--- config.mk ---
export PLATFORM = sky130hd
export DESIGN_NAME = dm_cache_ctrl_flat
export DESIGN_NICKNAME = d
export VERILOG_FILES = /design/src/rtl/dm_cache_ctrl_pkg.sv /design/src/rtl/dm_cache_ctrl_if.sv /design/src/rtl/dm_cache_ctrl_sat_counter.sv /design/src/rtl/dm_cache_ctrl.sv /design/src/flat_wrapper.sv
export SDC_FILE = /design/constraint.sdc
export NUM_CORES = 1
export LEC_CHECK = 0
export CAP_MARGIN = 0
export CORE_ASPECT_RATIO = 0.6
export CORE_MARGIN = 2
export CORE_UTILIZATION = 50
export CTS_CLUSTER_DIAMETER = 50
export CTS_CLUSTER_SIZE = 14
export DETAILED_ROUTE_END_ITERATION = 7
export GPL_ROUTABILITY_DRIVEN = 0
export PLACE_DENSITY = 0.89
export SLEW_MARGIN = 40
export SYNTH_ARGS = -nofsm -noshare
export SYNTH_HDL_FRONTEND = slang
export SYNTH_SLANG_ARGS = --single-unit
--- constraint.sdc ---
create_clock -name clk -period 4.83 [get_ports clk]
set_clock_uncertainty 0.2 [all_clocks]
set_input_delay 1.2075 -clock clk [delete_from_list [all_inputs] [get_ports clk]]
set_output_delay 1.2075 -clock clk [all_outputs]
set_load 0.005 [all_outputs]
--- src/rtl/dm_cache_ctrl_pkg.sv ---
// Shared parameters and types for the direct-mapped cache controller.
// Holds the memory-subsystem geometry (tag/index/offset widths), the
// controller state encoding and small address-slicing helpers.
package dm_cache_ctrl_pkg;

    localparam int TAG_LENGTH      = 8;
    localparam int INDEX_LENGTH    = 4;
    localparam int OFFSET_LENGTH   = 4;
    localparam int NUM_CACHE_LINES = 1 << INDEX_LENGTH;
    localparam int ADDR_LENGTH     = TAG_LENGTH + INDEX_LENGTH + OFFSET_LENGTH;

    typedef enum logic [2:0] {
        IDLE,
        LOOKUP,
        REFILL,
        WRITE,
        RESP
    } ctrl_state_t;

    // Byte address layout is {tag, index, offset}.
    function automatic logic [INDEX_LENGTH-1:0] addr_index(input logic [ADDR_LENGTH-1:0] addr);
        return addr[OFFSET_LENGTH +: INDEX_LENGTH];
    endfunction

    function automatic logic [TAG_LENGTH-1:0] addr_tag(input logic [ADDR_LENGTH-1:0] addr);
        return addr[OFFSET_LENGTH + INDEX_LENGTH +: TAG_LENGTH];
    endfunction

endpackage

--- src/rtl/dm_cache_ctrl_if.sv ---
// CPU request/response and main-memory handshake bundle of the cache
// controller.
//   slave  : the controller view (takes CPU requests, issues memory requests)
//   master : the environment view (CPU plus main memory)
// Signals:
//   cpu_req_valid/ready/we/addr   CPU request handshake
//   cpu_resp_valid/hit/err        one-cycle response pulse and status
//   mem_req/we/addr, mem_ack      main-memory request held until the ack pulse
interface dm_cache_ctrl_if
    import dm_cache_ctrl_pkg::*;
();
    logic                   cpu_req_valid;
    logic                   cpu_req_ready;
    logic                   cpu_req_we;
    logic [ADDR_LENGTH-1:0] cpu_req_addr;
    logic                   cpu_resp_valid;
    logic                   cpu_resp_hit;
    logic                   cpu_resp_err;
    logic                   mem_req;
    logic                   mem_we;
    logic [ADDR_LENGTH-1:0] mem_addr;
    logic                   mem_ack;

    modport slave (
        input  cpu_req_valid, cpu_req_we, cpu_req_addr, mem_ack,
        output cpu_req_ready, cpu_resp_valid, cpu_resp_hit, cpu_resp_err,
               mem_req, mem_we, mem_addr
    );

    modport master (
        output cpu_req_valid, cpu_req_we, cpu_req_addr, mem_ack,
        input  cpu_req_ready, cpu_resp_valid, cpu_resp_hit, cpu_resp_err,
               mem_req, mem_we, mem_addr
    );

endinterface

--- src/rtl/dm_cache_ctrl_sat_counter.sv ---
// Saturating up-counter: counts cycles with inc high and sticks at all-ones.
// Ports:
//   clk     clock, rising edge
//   resetn  asynchronous reset, active-high, clears the count
//   inc     increment request
//   count   current count value
module sat_counter #(
    parameter int WIDTH = 32
) (
    input  logic             clk,
    input  logic             resetn,
    input  logic             inc,
    output logic [WIDTH-1:0] count
);

    logic [WIDTH-1:0] count_reg;

    always_ff @(posedge clk or posedge resetn) begin
        if (resetn) begin
            count_reg <= '0;
        end else if (inc && (count_reg != {WIDTH{1'b1}})) begin
            count_reg <= count_reg + 1'b1;
        end
    end

    assign count = count_reg;

endmodule

--- src/rtl/dm_cache_ctrl.sv ---
// Direct-mapped cache controller. Decides hit/miss for each CPU request
// using the external tag memory, refills lines on read misses, writes
// through to main memory (no write-allocate), and owns the per-line valid
// bits plus the data-array write strobe.
// Ports:
//   clk, resetn          clock and asynchronous active-high reset
//   bus (slave)          CPU request/response and main-memory handshake
//   flush                invalidate all lines (deferred to IDLE if busy)
//   tm_write/index/tag_in, tm_tag_out   tag memory (read data one cycle late)
//   da_index, da_we      data-array index (mirrors tm_index) and write strobe
//   hit_count, miss_count  saturating statistics counters
module dm_cache_ctrl
    import dm_cache_ctrl_pkg::*;
#(
    parameter int MEM_TIMEOUT = 255,
    parameter int CNT_WIDTH   = 32
) (
    input  logic                    clk,
    input  logic                    resetn,
    dm_cache_ctrl_if.slave          bus,
    input  logic                    flush,
    output logic                    tm_write,
    output logic [INDEX_LENGTH-1:0] tm_index,
    output logic [TAG_LENGTH-1:0]   tm_tag_in,
    input  logic [TAG_LENGTH-1:0]   tm_tag_out,
    output logic [INDEX_LENGTH-1:0] da_index,
    output logic                    da_we,
    output logic [CNT_WIDTH-1:0]    hit_count,
    output logic [CNT_WIDTH-1:0]    miss_count
);

    localparam int WAIT_W = (MEM_TIMEOUT < 1) ? 1 : $clog2(MEM_TIMEOUT + 1);
    localparam logic [WAIT_W-1:0] WAIT_LIMIT = WAIT_W'(MEM_TIMEOUT);

    ctrl_state_t                state_reg, state_next;
    logic [ADDR_LENGTH-1:0]     addr_reg, addr_next;
    logic                       we_reg, we_next;
    logic                       hit_reg, hit_next;
    logic                       flush_pend_reg, flush_pend_next;
    logic [WAIT_W-1:0]          wait_reg, wait_next;
    logic [NUM_CACHE_LINES-1:0] valid_reg;

    logic                       valid_clr_all;
    logic                       valid_set;
    logic                       hit_inc;
    logic                       miss_inc;
    logic                       lookup_hit;
    logic [INDEX_LENGTH-1:0]    req_index;
    logic [INDEX_LENGTH-1:0]    cur_index;
    logic [TAG_LENGTH-1:0]      cur_tag;

    logic                       req_ready;
    logic                       resp_valid;
    logic                       resp_hit;
    logic                       resp_err;
    logic                       mreq;
    logic                       mwe;
    logic [ADDR_LENGTH-1:0]     maddr;

    assign req_index  = addr_index(bus.cpu_req_addr);
    assign cur_index  = addr_index(addr_reg);
    assign cur_tag    = addr_tag(addr_reg);
    // tm_tag_out belongs to the index presented during the accepting cycle,
    // so it is only meaningful in LOOKUP.
    assign lookup_hit = valid_reg[cur_index] && (tm_tag_out == cur_tag);

    always_ff @(posedge clk or posedge resetn) begin
        if (resetn) begin
            state_reg      <= IDLE;
            addr_reg       <= '0;
            we_reg         <= 1'b0;
            hit_reg        <= 1'b0;
            flush_pend_reg <= 1'b0;
            wait_reg       <= '0;
        end else begin
            state_reg      <= state_next;
            addr_reg       <= addr_next;
            we_reg         <= we_next;
            hit_reg        <= hit_next;
            flush_pend_reg <= flush_pend_next;
            wait_reg       <= wait_next;
        end
    end

    // One flop per line so clear-all and single-line set stay independent.
    for (genvar gi = 0; gi < NUM_CACHE_LINES; gi++) begin : g_valid
        always_ff @(posedge clk or posedge resetn) begin
            if (resetn) begin
                valid_reg[gi] <= 1'b0;
            end else if (valid_clr_all) begin
                valid_reg[gi] <= 1'b0;
            end else if (valid_set && (cur_index == INDEX_LENGTH'(gi))) begin
                valid_reg[gi] <= 1'b1;
            end
        end
    end

    always_comb begin
        state_next      = state_reg;
        addr_next       = addr_reg;
        we_next         = we_reg;
        hit_next        = hit_reg;
        // A flush seen while busy is remembered until the next IDLE.
        flush_pend_next = flush_pend_reg | flush;
        wait_next       = wait_reg;
        req_ready       = 1'b0;
        resp_valid      = 1'b0;
        resp_hit        = 1'b0;
        resp_err        = 1'b0;
        mreq            = 1'b0;
        mwe             = 1'b0;
        maddr           = '0;
        tm_write        = 1'b0;
        tm_tag_in       = '0;
        tm_index        = cur_index;
        da_we           = 1'b0;
        valid_clr_all   = 1'b0;
        valid_set       = 1'b0;
        hit_inc         = 1'b0;
        miss_inc        = 1'b0;

        case (state_reg)
            IDLE: begin
                tm_index = req_index;
                if (flush || flush_pend_reg) begin
                    // Flush cycle: invalidate everything, accept nothing.
                    valid_clr_all   = 1'b1;
                    flush_pend_next = 1'b0;
                end else begin
                    req_ready = 1'b1;
                    if (bus.cpu_req_valid) begin
                        addr_next  = bus.cpu_req_addr;
                        we_next    = bus.cpu_req_we;
                        state_next = LOOKUP;
                    end
                end
            end

            LOOKUP: begin
                hit_next  = lookup_hit;
                hit_inc   = lookup_hit;
                miss_inc  = !lookup_hit;
                wait_next = '0;
                if (we_reg) begin
                    state_next = WRITE;
                end else if (lookup_hit) begin
                    resp_valid = 1'b1;
                    resp_hit   = 1'b1;
                    state_next = IDLE;
                end else begin
                    state_next = REFILL;
                end
            end

            REFILL, WRITE: begin
                mwe   = (state_reg == WRITE);
                maddr = (state_reg == WRITE) ? addr_reg
                                             : {cur_tag, cur_index, {OFFSET_LENGTH{1'b0}}};
                // An ack in the timeout cycle still counts as completion.
                if (bus.mem_ack) begin
                    mreq       = 1'b1;
                    state_next = RESP;
                    if (state_reg == REFILL) begin
                        tm_write  = 1'b1;
                        tm_tag_in = cur_tag;
                        da_we     = 1'b1;
                        valid_set = 1'b1;
                    end else begin
                        da_we = hit_reg;
                    end
                end else if (wait_reg == WAIT_LIMIT) begin
                    resp_valid = 1'b1;
                    resp_err   = 1'b1;
                    state_next = IDLE;
                end else begin
                    mreq      = 1'b1;
                    wait_next = wait_reg + 1'b1;
                end
            end

            RESP: begin
                resp_valid = 1'b1;
                resp_hit   = hit_reg;
                state_next = IDLE;
            end

            default: begin
                state_next = IDLE;
            end
        endcase
    end

    assign da_index           = tm_index;
    assign bus.cpu_req_ready  = req_ready;
    assign bus.cpu_resp_valid = resp_valid;
    assign bus.cpu_resp_hit   = resp_hit;
    assign bus.cpu_resp_err   = resp_err;
    assign bus.mem_req        = mreq;
    assign bus.mem_we         = mwe;
    assign bus.mem_addr       = maddr;

    sat_counter #(.WIDTH(CNT_WIDTH)) u_hit_cnt (
        .clk    (clk),
        .resetn (resetn),
        .inc    (hit_inc),
        .count  (hit_count)
    );

    sat_counter #(.WIDTH(CNT_WIDTH)) u_miss_cnt (
        .clk    (clk),
        .resetn (resetn),
        .inc    (miss_inc),
        .count  (miss_count)
    );

endmodule

--- src/flat_wrapper.sv ---
// flat-port wrapper written by rule: the top's interface ports become plain ports
module dm_cache_ctrl_flat import dm_cache_ctrl_pkg::*;
#(
    parameter int MEM_TIMEOUT = 255,
    parameter int CNT_WIDTH   = 32
)
  (clk, resetn, flush, tm_write, tm_index, tm_tag_in, tm_tag_out, da_index, da_we, hit_count, miss_count, bus_cpu_req_valid, bus_cpu_req_we, bus_cpu_req_addr, bus_mem_ack, bus_cpu_req_ready, bus_cpu_resp_valid, bus_cpu_resp_hit, bus_cpu_resp_err, bus_mem_req, bus_mem_we, bus_mem_addr);
  dm_cache_ctrl_if bus_i ();
  input  logic clk;
  input  logic resetn;
  input  logic flush;
  output logic tm_write;
  output logic [INDEX_LENGTH-1:0] tm_index;
  output logic [TAG_LENGTH-1:0] tm_tag_in;
  input  logic [TAG_LENGTH-1:0] tm_tag_out;
  output logic [INDEX_LENGTH-1:0] da_index;
  output logic da_we;
  output logic [CNT_WIDTH-1:0] hit_count;
  output logic [CNT_WIDTH-1:0] miss_count;
  input wire logic [$bits(bus_i.cpu_req_valid)-1:0] bus_cpu_req_valid;
  input wire logic [$bits(bus_i.cpu_req_we)-1:0] bus_cpu_req_we;
  input wire logic [$bits(bus_i.cpu_req_addr)-1:0] bus_cpu_req_addr;
  input wire logic [$bits(bus_i.mem_ack)-1:0] bus_mem_ack;
  output wire logic [$bits(bus_i.cpu_req_ready)-1:0] bus_cpu_req_ready;
  output wire logic [$bits(bus_i.cpu_resp_valid)-1:0] bus_cpu_resp_valid;
  output wire logic [$bits(bus_i.cpu_resp_hit)-1:0] bus_cpu_resp_hit;
  output wire logic [$bits(bus_i.cpu_resp_err)-1:0] bus_cpu_resp_err;
  output wire logic [$bits(bus_i.mem_req)-1:0] bus_mem_req;
  output wire logic [$bits(bus_i.mem_we)-1:0] bus_mem_we;
  output wire logic [$bits(bus_i.mem_addr)-1:0] bus_mem_addr;
  assign bus_i.cpu_req_valid = bus_cpu_req_valid;
  assign bus_i.cpu_req_we = bus_cpu_req_we;
  assign bus_i.cpu_req_addr = bus_cpu_req_addr;
  assign bus_i.mem_ack = bus_mem_ack;
  assign bus_cpu_req_ready = bus_i.cpu_req_ready;
  assign bus_cpu_resp_valid = bus_i.cpu_resp_valid;
  assign bus_cpu_resp_hit = bus_i.cpu_resp_hit;
  assign bus_cpu_resp_err = bus_i.cpu_resp_err;
  assign bus_mem_req = bus_i.mem_req;
  assign bus_mem_we = bus_i.mem_we;
  assign bus_mem_addr = bus_i.mem_addr;
  dm_cache_ctrl #(.MEM_TIMEOUT(MEM_TIMEOUT), .CNT_WIDTH(CNT_WIDTH)) u_core (.clk(clk), .resetn(resetn), .bus(bus_i), .flush(flush), .tm_write(tm_write), .tm_index(tm_index), .tm_tag_in(tm_tag_in), .tm_tag_out(tm_tag_out), .da_index(da_index), .da_we(da_we), .hit_count(hit_count), .miss_count(miss_count));
endmodule
# --- Word level (Yosys, flattened, before mapping) ---
# Index checks and enable logic that the tools add are counted.
totals:
  word_cells: 177
  reg_bits: 110
  in_bits: 30
  output_inout_bits: 104
classes:
  muxes: 75
  addsub: 3
  magnitude_cmp: 1
  n_bitwise: 2
  n_reduce_logical: 44
  n_eq_ne: 28
ops:
  columns: ["cell", "count"]
  rows:
  - ["32-bit by 1-bit adder with 32-bit output, second input constant", 2]
  - ["32-bit inequality test, second input constant", 2]
  - ["1-bit two-way mux", 56]
  - ["8-bit two-way mux", 5]
  - ["2-bit nonzero test", 17]
  - ["4-bit == test, second input constant", 8]
  - ["1-bit logical AND", 19]
  - ["4-bit by 3-bit == test with 1-bit output, second input constant", 4]
  - ["16-bit two-way mux", 1]
  - ["8-bit case mux with 2 select lines", 1]
  - ["3-bit two-way mux", 5]
  - ["3-bit case mux with 3 select lines", 1]
  - ["3-bit AND reduction", 3]
  - ["8-bit by 1-bit adder with 8-bit output, second input constant", 1]
  - ["4-bit by 2-bit == test with 1-bit output, second input constant", 2]
  - ["8-bit == test", 1]
  - ["8-bit == test, second input constant", 1]
  - ["4-bit two-way mux", 2]
  - ["2-bit inequality test, second input constant", 4]
  - ["3-bit by 2-bit == test with 1-bit output, second input constant", 2]
  - ["4-bit by 5-bit less-than comparator with 1-bit output, second input constant", 1]
  - ["1-bit binary-select mux with 4-bit select", 1]
  - ["4-bit by 1-bit == test with 1-bit output, second input constant", 1]
  - ["4-bit logical NOT", 1]
  - ["other kinds (12)", 12]

# --- Longest topological paths before layout ---
# Gate-level depths: netlist (run 1).
logic_depth:
  depth_word: 7
  depth_mapped: 9

# --- Hierarchy ---
# From an unflattened synthesis (run 1), not the netlist that was laid out.
hier_totals:
  cells_unflattened: 527
  area_unflattened_um2: 5676.7
modules_own_cells:
  columns: ["mod", "instances", "cells_per_inst", "area_each_um2", "seq_area_each_um2"]
  rows:
  - ["dm_cache_ctrl", 1, 237, 2467.4, 1151.1]
  - ["sat_counter (u_core.u_miss_cnt)", 1, 151, 1647.8, 800.8]
  - ["sat_counter (u_core.u_hit_cnt)", 1, 139, 1561.5, 800.8]

# --- Worst setup path before layout (run 1) ---
# No wires, ideal clock.
synth_timing:
  kind: "input-to-output"
  from: "input port tm_tag_out[3]"
  to: "output port bus_cpu_resp_hit"
  required_ns: 3.423
  arrival_ns: 2.408
  path_buffers: 0
  cell_stages: 5
  path_slack_ns: 1.014
  path_cell_list: "xor2_1 > nor4_1 > nand2_1 > or2_2 > o32ai_1"
synth_via:
  elab_chain_cells: 5
synth_lines:
  columns: ["element", "line_no", "source"]
  rows:
  - ["from (decl)", "flat_wrapper.sv:15", "input logic [TAG_LENGTH-1:0] tm_tag_out;"]
  - ["8-bit == test", "dm_cache_ctrl.sv:65", "assign lookup_hit = valid_reg[cur_index] && (tm_tag_out == cur_tag);"]
  - ["1-bit logical AND", "dm_cache_ctrl.sv:65", null]
  - ["1-bit two-way mux", "dm_cache_ctrl.sv:146", "end else if (lookup_hit) begin"]
  - ["1-bit two-way mux", "dm_cache_ctrl.sv:144", "if (we_reg) begin"]
  - ["1-bit case mux with 2 select lines", "dm_cache_ctrl.sv:122", "case (state_reg)"]
  - ["to (decl)", "flat_wrapper.sv:26", "output wire logic [$bits(bus_i.cpu_resp_hit)-1:0] bus_cpu_resp_hit;"]
# No other way between the ends.

# --- Final worst setup path (run 1) ---
layout_timing:
  from: "input port tm_tag_out[5]"
  to: "output port bus_cpu_resp_hit"
# Same word-level chain as after synthesis.

==> impl_metrics.json, run 1 <==
{
  "fin_crit_sh_pct": 90.55,
  "clk_pin_slew_ps": 70,
  "dr_total_vias": 4515,
  "tightest_slew_ps": 740.9,
  "final_cell_mix": "131 x clkdlybuf4s50_1, 110 x dfrtp_1, 48 x xor2_1, 46 x nor2_1, 37 x nand3_1",
  "wl_per_cell_um": 17.34,
  "crit_slowest_cell": "clkdlybuf4s50_1",
  "final_antenna_net_count": 0,
  "status": "finished clean",
  "max-vdd-ir-drop_v": 0.0003002,
  "insertedDiodeCount": 0,
  "fmax_ghz": 0.2287,
  "synth_seq_cells": 110,
  "nets": 682,
  "dr.pass1.iters": 6,
  "ys_seq_area_share_pct": 49.76,
  "worstHoldPathCells": 1,
  "hp-class": "reg2reg",
  "antenna_found_initial": 0,
  "setup_viol": 0,
  "syn-cell-area_mm2": 0.005532,
  "synthArstFlopShare_pct": 100.0,
  "hold_viol_final": 0,
  "relSlewSlack_pct": 50.15,
  "die_area_mm2": 0.01195,
  "slowest_delay_ps": 410,
  "rsz0062_at_grt": "no",
  "endpoint_kind": "output port",
  "path_cells": "clkdlybuf4s50_1 -> xor2_1 -> nor4_2 -> nand2_1 -> or2_2 -> o32ai_1 -> dlymetal6s2s_1",
  "synth_warnings": 0,
  "syn-num-nets": 554,
  "switching_share_pct": 31.73,
  "chipWidth_um": 139.8,
  "cp_data_required_time_ps": 3420,
  "worstSetupPathType": "in2out",
  "die_h_um": 85.48,
  "syn_to_final_growth_pct": 33.00,
  "slew_viol_final": 0,
  "drt-initial-drc-count": 419,
  "grt_pass1_vias": 4522,
  "intPower_mw": 2.017,
  "cts.path.max_buffers": 2,
  "startpoint_type": "input port",
  "drive_gt1_share_pct": 10.57,
  "cts.htree.levels": 3,
  "layout_min_cycle_time_ps": 4373,
  "synth_ff_type": "dfrtp_1",
  "p_leak_nw": 3.257,
  "path_max_fanout": 4,
  "cts_buffers": 9,
  "clock_latency_ps": 350,
  "coreArea_mm2": 0.01067,
  "cts_tree": "built",
  "clock_sinks": 110,
  "gr-usage-all-layers_pct": 23.55,
  "holdWs_ps": 291.6,
  "initial_core_util_pct": 51.85,
  "grt_max_degree": 69,
  "synth_enable_flop_cells": 0,
  "power.share.clock_pct": 28.5,
  "viasPerCell": 5.701,
  "dp.cells": 776,
  "cts-root-buf": "clkbuf_16",
  "drt-total-wl_mm": 13.73,
  "hold_buffers": 0,
  "yosysUniqueCellTypes": 47,
  "gr-total-overflow": 0,
  "cap_violations": 0,
  "switchingPower_mw": 0.9374,
  "r2r_cells": 7,
  "layout_commonest_cell": "clkdlybuf4s50_1",
  "grt_pass1_wl_mm": 22.72,
  "pwr-share-comb_pct": 29.5,
  "post-dp-hpwl_mm": 9.859,
  "io_buffers": 133,
  "rows": 29,
  "arrival_ps": 2970,
  "pin_count": 134,
  "drcViolationCount": 0,
  "p_per_area_mw_per_mm2": 401.6,
  "power_frac_seq_pct": 42.0,
  "fin_cells": 792,
  "syn_avg_cell_area_um2": 10.62,
  "postSynthCellCount": 521
}
-- cells by family (layout without fill, tap and decap cells) --
group                    Yosys count  after routing  share of synthesized area, %
multiplexers                      36             36                         7.600
XOR/XNOR                          75             75                         11.88
AND/OR/NAND/NOR                  237            237                         23.41
flip-flops                       110            110                         49.76
adder cells (fa/ha/maj)            3              3                        0.6787
AO/OA/AOI/OAI                     32             32                         3.891
buffers and inverters             28            160                         2.782
-- what timing repair did --
item                                    in CTS  in global routing
gates resized for setup                      2                  2
pin swaps                                    0                  3
buffers inserted                             0                  1
endpoints found under the setup margin       2                  2
-- path summary, 6_finish.rpt --
check | from | endpoint | slack, ps
worst max-delay path | tm_tag_out[5] | bus_cpu_resp_hit | 460
worst min register to register | u_core.u_miss_cnt.count[7]$_DFFE_PP0P_ | u_core.u_miss_cnt.count[7]$_DFFE_PP0P_ | 290
max in group asynchronous | resetn | u_core.valid_reg[10]$_DFFE_PP0P_ | 2600
worst max register to register | u_core.addr_reg[5]$_DFFE_PP0P_ | u_core.u_miss_cnt.count[30]$_DFFE_PP0P_ | 1710
min in group asynchronous | resetn | u_core.u_hit_cnt.count[20]$_DFFE_PP0P_ | 1070
worst min-delay path | u_core.u_miss_cnt.count[7]$_DFFE_PP0P_ | u_core.u_miss_cnt.count[7]$_DFFE_PP0P_ | 290
-- final cells by class --
type	instances	area, µm²
clock inverters	6	111.4
multi-input cells	383	2668
inverters	4	17.52
flip-flops and latches	110	2753
clock buffers	9	225.2
repair buffers	141	1409
fillers	806	3311
well taps	139	173.9
-- power groups by stage --
stage	registers [mW]	clock network (mW)	logic [mW]
final	1.24	0.841	0.871
after floorplan	1.15	0	0.591
after global routing	1.26	0.895	0.944
after global placement	1.24	0	0.821
after detailed placement	1.25	0	0.847
after CTS	1.24	0.850	0.865
-- cell usage after synthesis, drive strengths merged, types with 2 or more instances --
| cell type | number | area share [%] |
|---|---|---|
| xor2 | 48 | 7.6 |
| nand3 | 37 | 3.3 |
| and4 | 6 | 0.95 |
| xnor2 | 27 | 4.3 |
| or2 | 3 | 0.34 |
| nand2 | 28 | 1.9 |
| a21oi | 14 | 1.3 |
| dfrtp | 110 | 50 |
| and3 | 18 | 2.0 |
| ha | 3 | 0.68 |
| mux4 | 2 | 0.81 |
| o21ai | 5 | 0.45 |
| inv | 4 | 0.27 |
| nand4 | 17 | 1.9 |
| nor4 | 12 | 1.5 |
| nor4b | 4 | 0.90 |
| buf | 11 | 1.6 |
| nor3b | 3 | 0.41 |
| mux2i | 9 | 1.6 |
| a31oi | 4 | 0.45 |
| or3 | 2 | 0.23 |
| nand2b | 4 | 0.45 |
| and2 | 25 | 2.8 |
| nor2b | 5 | 0.57 |
| mux2 | 25 | 5.2 |
| nand3b | 3 | 0.41 |
| nor3 | 23 | 2.5 |
| nor2 | 47 | 3.2 |
| clkbuf | 13 | 0.88 |
-- metrics by stage --
| stage | setup TNS (ps) | total power [mW] | setup slack (ps) | cell area [µm²] | util [%] |
|---|---|---|---|---|---|
| finish | 0 | 2.954 | 456.6 | 7357 | 68.97 |
| floorplan | 0 | 1.745 | 520.2 | 5532 | - |
| detailed placement | -25.42 | 2.096 | -13.83 | 6987 | 65.49 |
| global route | 0 | 3.104 | 291.7 | 7357 | 68.97 |
| CTS | 0 | 2.953 | 58.91 | 7336 | 68.77 |
| global placement | 0 | 2.061 | 32.66 | 6965 | 65.29 |
-- per-layer routing --
layer | track usage, % | vias to the layer above | wire, µm
li1 | - | 2083 | -
met1 | 32.40 | 2209 | 6216
met2 | 37.03 | 195 | 6238
met3 | 6.208 | 28 | 1032
met4 | 7.273 | 0 | 244
met5 | 0 | - | 0
-- critical path, delay by kind of cell --
family / cells / cell delay, ps
xor gates and xnor gates: 1 / 170
buffers and inverters: 2 / 570
and+or+nand+nor: 3 / 800
AOI/OAI and AO/OA: 1 / 210
Power figures use the tool's default switching activity.
==> run 2: changes to the inputs <==
CORE_MARGIN = 8   (was 2)
==> run 2 against run 1 <==
- global-route usage is 3.6 points lower
- final area is 0.61% lower
- core utilization is 0.42 points lower
- worst hold slack worse by 3.2 ps
- worst setup slack worse by 39 ps
- critical path depth stayed put
- die area is 24% higher
- clock power is 16% lower
- sequential cell count stayed put
- first-iteration DRC count is 64% lower
- critical path type unchanged
- largest cell class unchanged
- largest power group unchanged
==> impl_metrics.json, run 2 (synthesized netlist as in run 1, its figures left out) <==
{
  "arrival_ps": 3000,
  "endpoint_kind": "output port",
  "viasPerCell": 5.685,
  "chipWidth_um": 151.8,
  "path_max_fanout": 4,
  "io_buffers": 133,
  "initial_core_util_pct": 51.85,
  "relSlewSlack_pct": 49.33,
  "grt_max_degree": 62,
  "grt_pass1_vias": 4680,
  "clock_sinks": 110,
  "drt-total-wl_mm": 14.59,
  "slew_viol_final": 0,
  "cts_buffers": 9,
  "syn_to_final_growth_pct": 32.19,
  "cts.htree.levels": 3,
  "cts_tree": "built",
  "layout_commonest_cell": "clkdlybuf4s50_1",
  "tightest_slew_ps": 759.2,
  "drive_gt1_share_pct": 10.69,
  "clk_pin_slew_ps": 70,
  "tns_ps": 0,
  "dr.pass1.iters": 5,
  "hp-class": "reg2reg",
  "setup_viol": 0,
  "hold_buffers": 0,
  "wl_per_cell_um": 18.37,
  "dr_total_vias": 4514,
  "worst_slack_ps": 417.5,
  "gr-usage-all-layers_pct": 19.97,
  "drt-initial-drc-count": 152,
  "startpoint_type": "input port",
  "cts.path.max_buffers": 2,
  "post-dp-hpwl_mm": 10.83,
  "antenna_found_initial": 0,
  "preCtsSetupSlack_ps": -41.28,
  "rows": 29,
  "fin_crit_sh_pct": 91.36,
  "hold_viol_final": 0,
  "max-vdd-ir-drop_v": 0.0003384,
  "p_per_area_mw_per_mm2": 387.6,
  "final_antenna_net_count": 0,
  "drcViolationCount": 0,
  "die_area_mm2": 0.01480,
  "fmax_ghz": 0.2266,
  "rsz0062_at_grt": "no",
  "cts-root-buf": "clkbuf_16",
  "layout_min_cycle_time_ps": 4412,
  "die_h_um": 97.48,
  "cp_data_required_time_ps": 3420,
  "pin_count": 134,
  "cap_violations": 0,
  "nets": 683,
  "final_cell_mix": "131 x clkdlybuf4s50_1, 110 x dfrtp_1, 48 x xor2_1, 46 x nor2_1, 37 x nand3_1",
  "status": "finished clean",
  "clock_latency_ps": 350,
  "p_leak_nw": 3.231,
  "insertedDiodeCount": 0,
  "grt_pass1_wl_mm": 23.98,
  "coreArea_mm2": 0.01067,
  "worstSetupPathType": "in2out",
  "gr-total-overflow": 0
}
## run 2: worst paths after layout
path	startpoint	to	slack (ps)	depth (start not counted)
max	tm_tag_out[6]	bus_cpu_resp_hit	420	7
min	u_core.u_miss_cnt.count[27]$_DFFE_PP0P_	u_core.u_miss_cnt.count[27]$_DFFE_PP0P_	290	1
min in group asynchronous	resetn	u_core.u_miss_cnt.count[29]$_DFFE_PP0P_	1090	2
max reg2reg	u_core.addr_reg[5]$_DFFE_PP0P_	u_core.u_miss_cnt.count[30]$_DFFE_PP0P_	1670	7
max in group asynchronous	resetn	u_core.state_reg[0]$_DFFE_PP0P_	2670	3
min reg2reg	u_core.u_miss_cnt.count[27]$_DFFE_PP0P_	u_core.u_miss_cnt.count[27]$_DFFE_PP0P_	290	1
## run 2: stage by stage
| step | cell area (µm²) | std cells | total power, mW | util, % | hold slack, ps |
|---|---|---|---|---|---|
| 4_1_cts | 7284 | 793 | 2.854 | 68.29 | 288.8 |
| 3_5_place_dp | 6988 | 777 | 2.126 | 65.51 | 275.6 |
| 2_1_floorplan | 5532 | 521 | 1.745 | - | 254.1 |
| 5_1_grt | 7312 | 794 | 2.995 | 68.54 | 318.3 |
| 6_report | 7312 | 794 | 2.834 | 68.54 | 288.5 |
| 3_3_place_gp | 6973 | 777 | 2.081 | 65.36 | 274.8 |
## run 2: timing repair
| item | in CTS | in global routing |
|---|---|---|
| endpoints found under the setup margin | 1 | 2 |
| resized for setup | 2 | 2 |
| pin swaps | 0 | 2 |
| setup buffers | 0 | 1 |
## run 2: area by class of cell
class | count | area [µm²]
tap | 139 | 173.9
clock inverter | 6 | 45.04
multi-input combinational | 383 | 2665
clock buffer | 10 | 239.0
inverter | 4 | 20.02
timing repair buffer | 142 | 1416
sequential | 110 | 2753
fill | 769 | 3356
## run 2: power breakdown
group / leakage (nW) / internal [mW] / switching (mW) / total [mW]
Combinational: 1.61 / 0.471 / 0.407 / 0.877
Clock: 0.132 / 0.367 / 0.342 / 0.709
Sequential: 1.49 / 1.05 / 0.201 / 1.25
Total: 3.23 / 1.88 / 0.950 / 2.83
## run 2: per-layer routing
| layer | wire [µm] | track usage (%) | vias up |
|---|---|---|---|
| li1 | - | - | 2075 |
| met1 | 6400 | 25.81 | 2236 |
| met5 | 0 | 0 | - |
| met4 | 261 | 6.372 | 0 |
| met2 | 6462 | 29.74 | 182 |
| met3 | 1461 | 8.186 | 21 |
## run 2: critical path: stages
cell             delay, ps
clkdlybuf4s50_1        420
xor2_1                 150
nor4_2                 340
nand2_1                150
or2_2                  340
o32ai_1                230
dlymetal6s2s_1         170
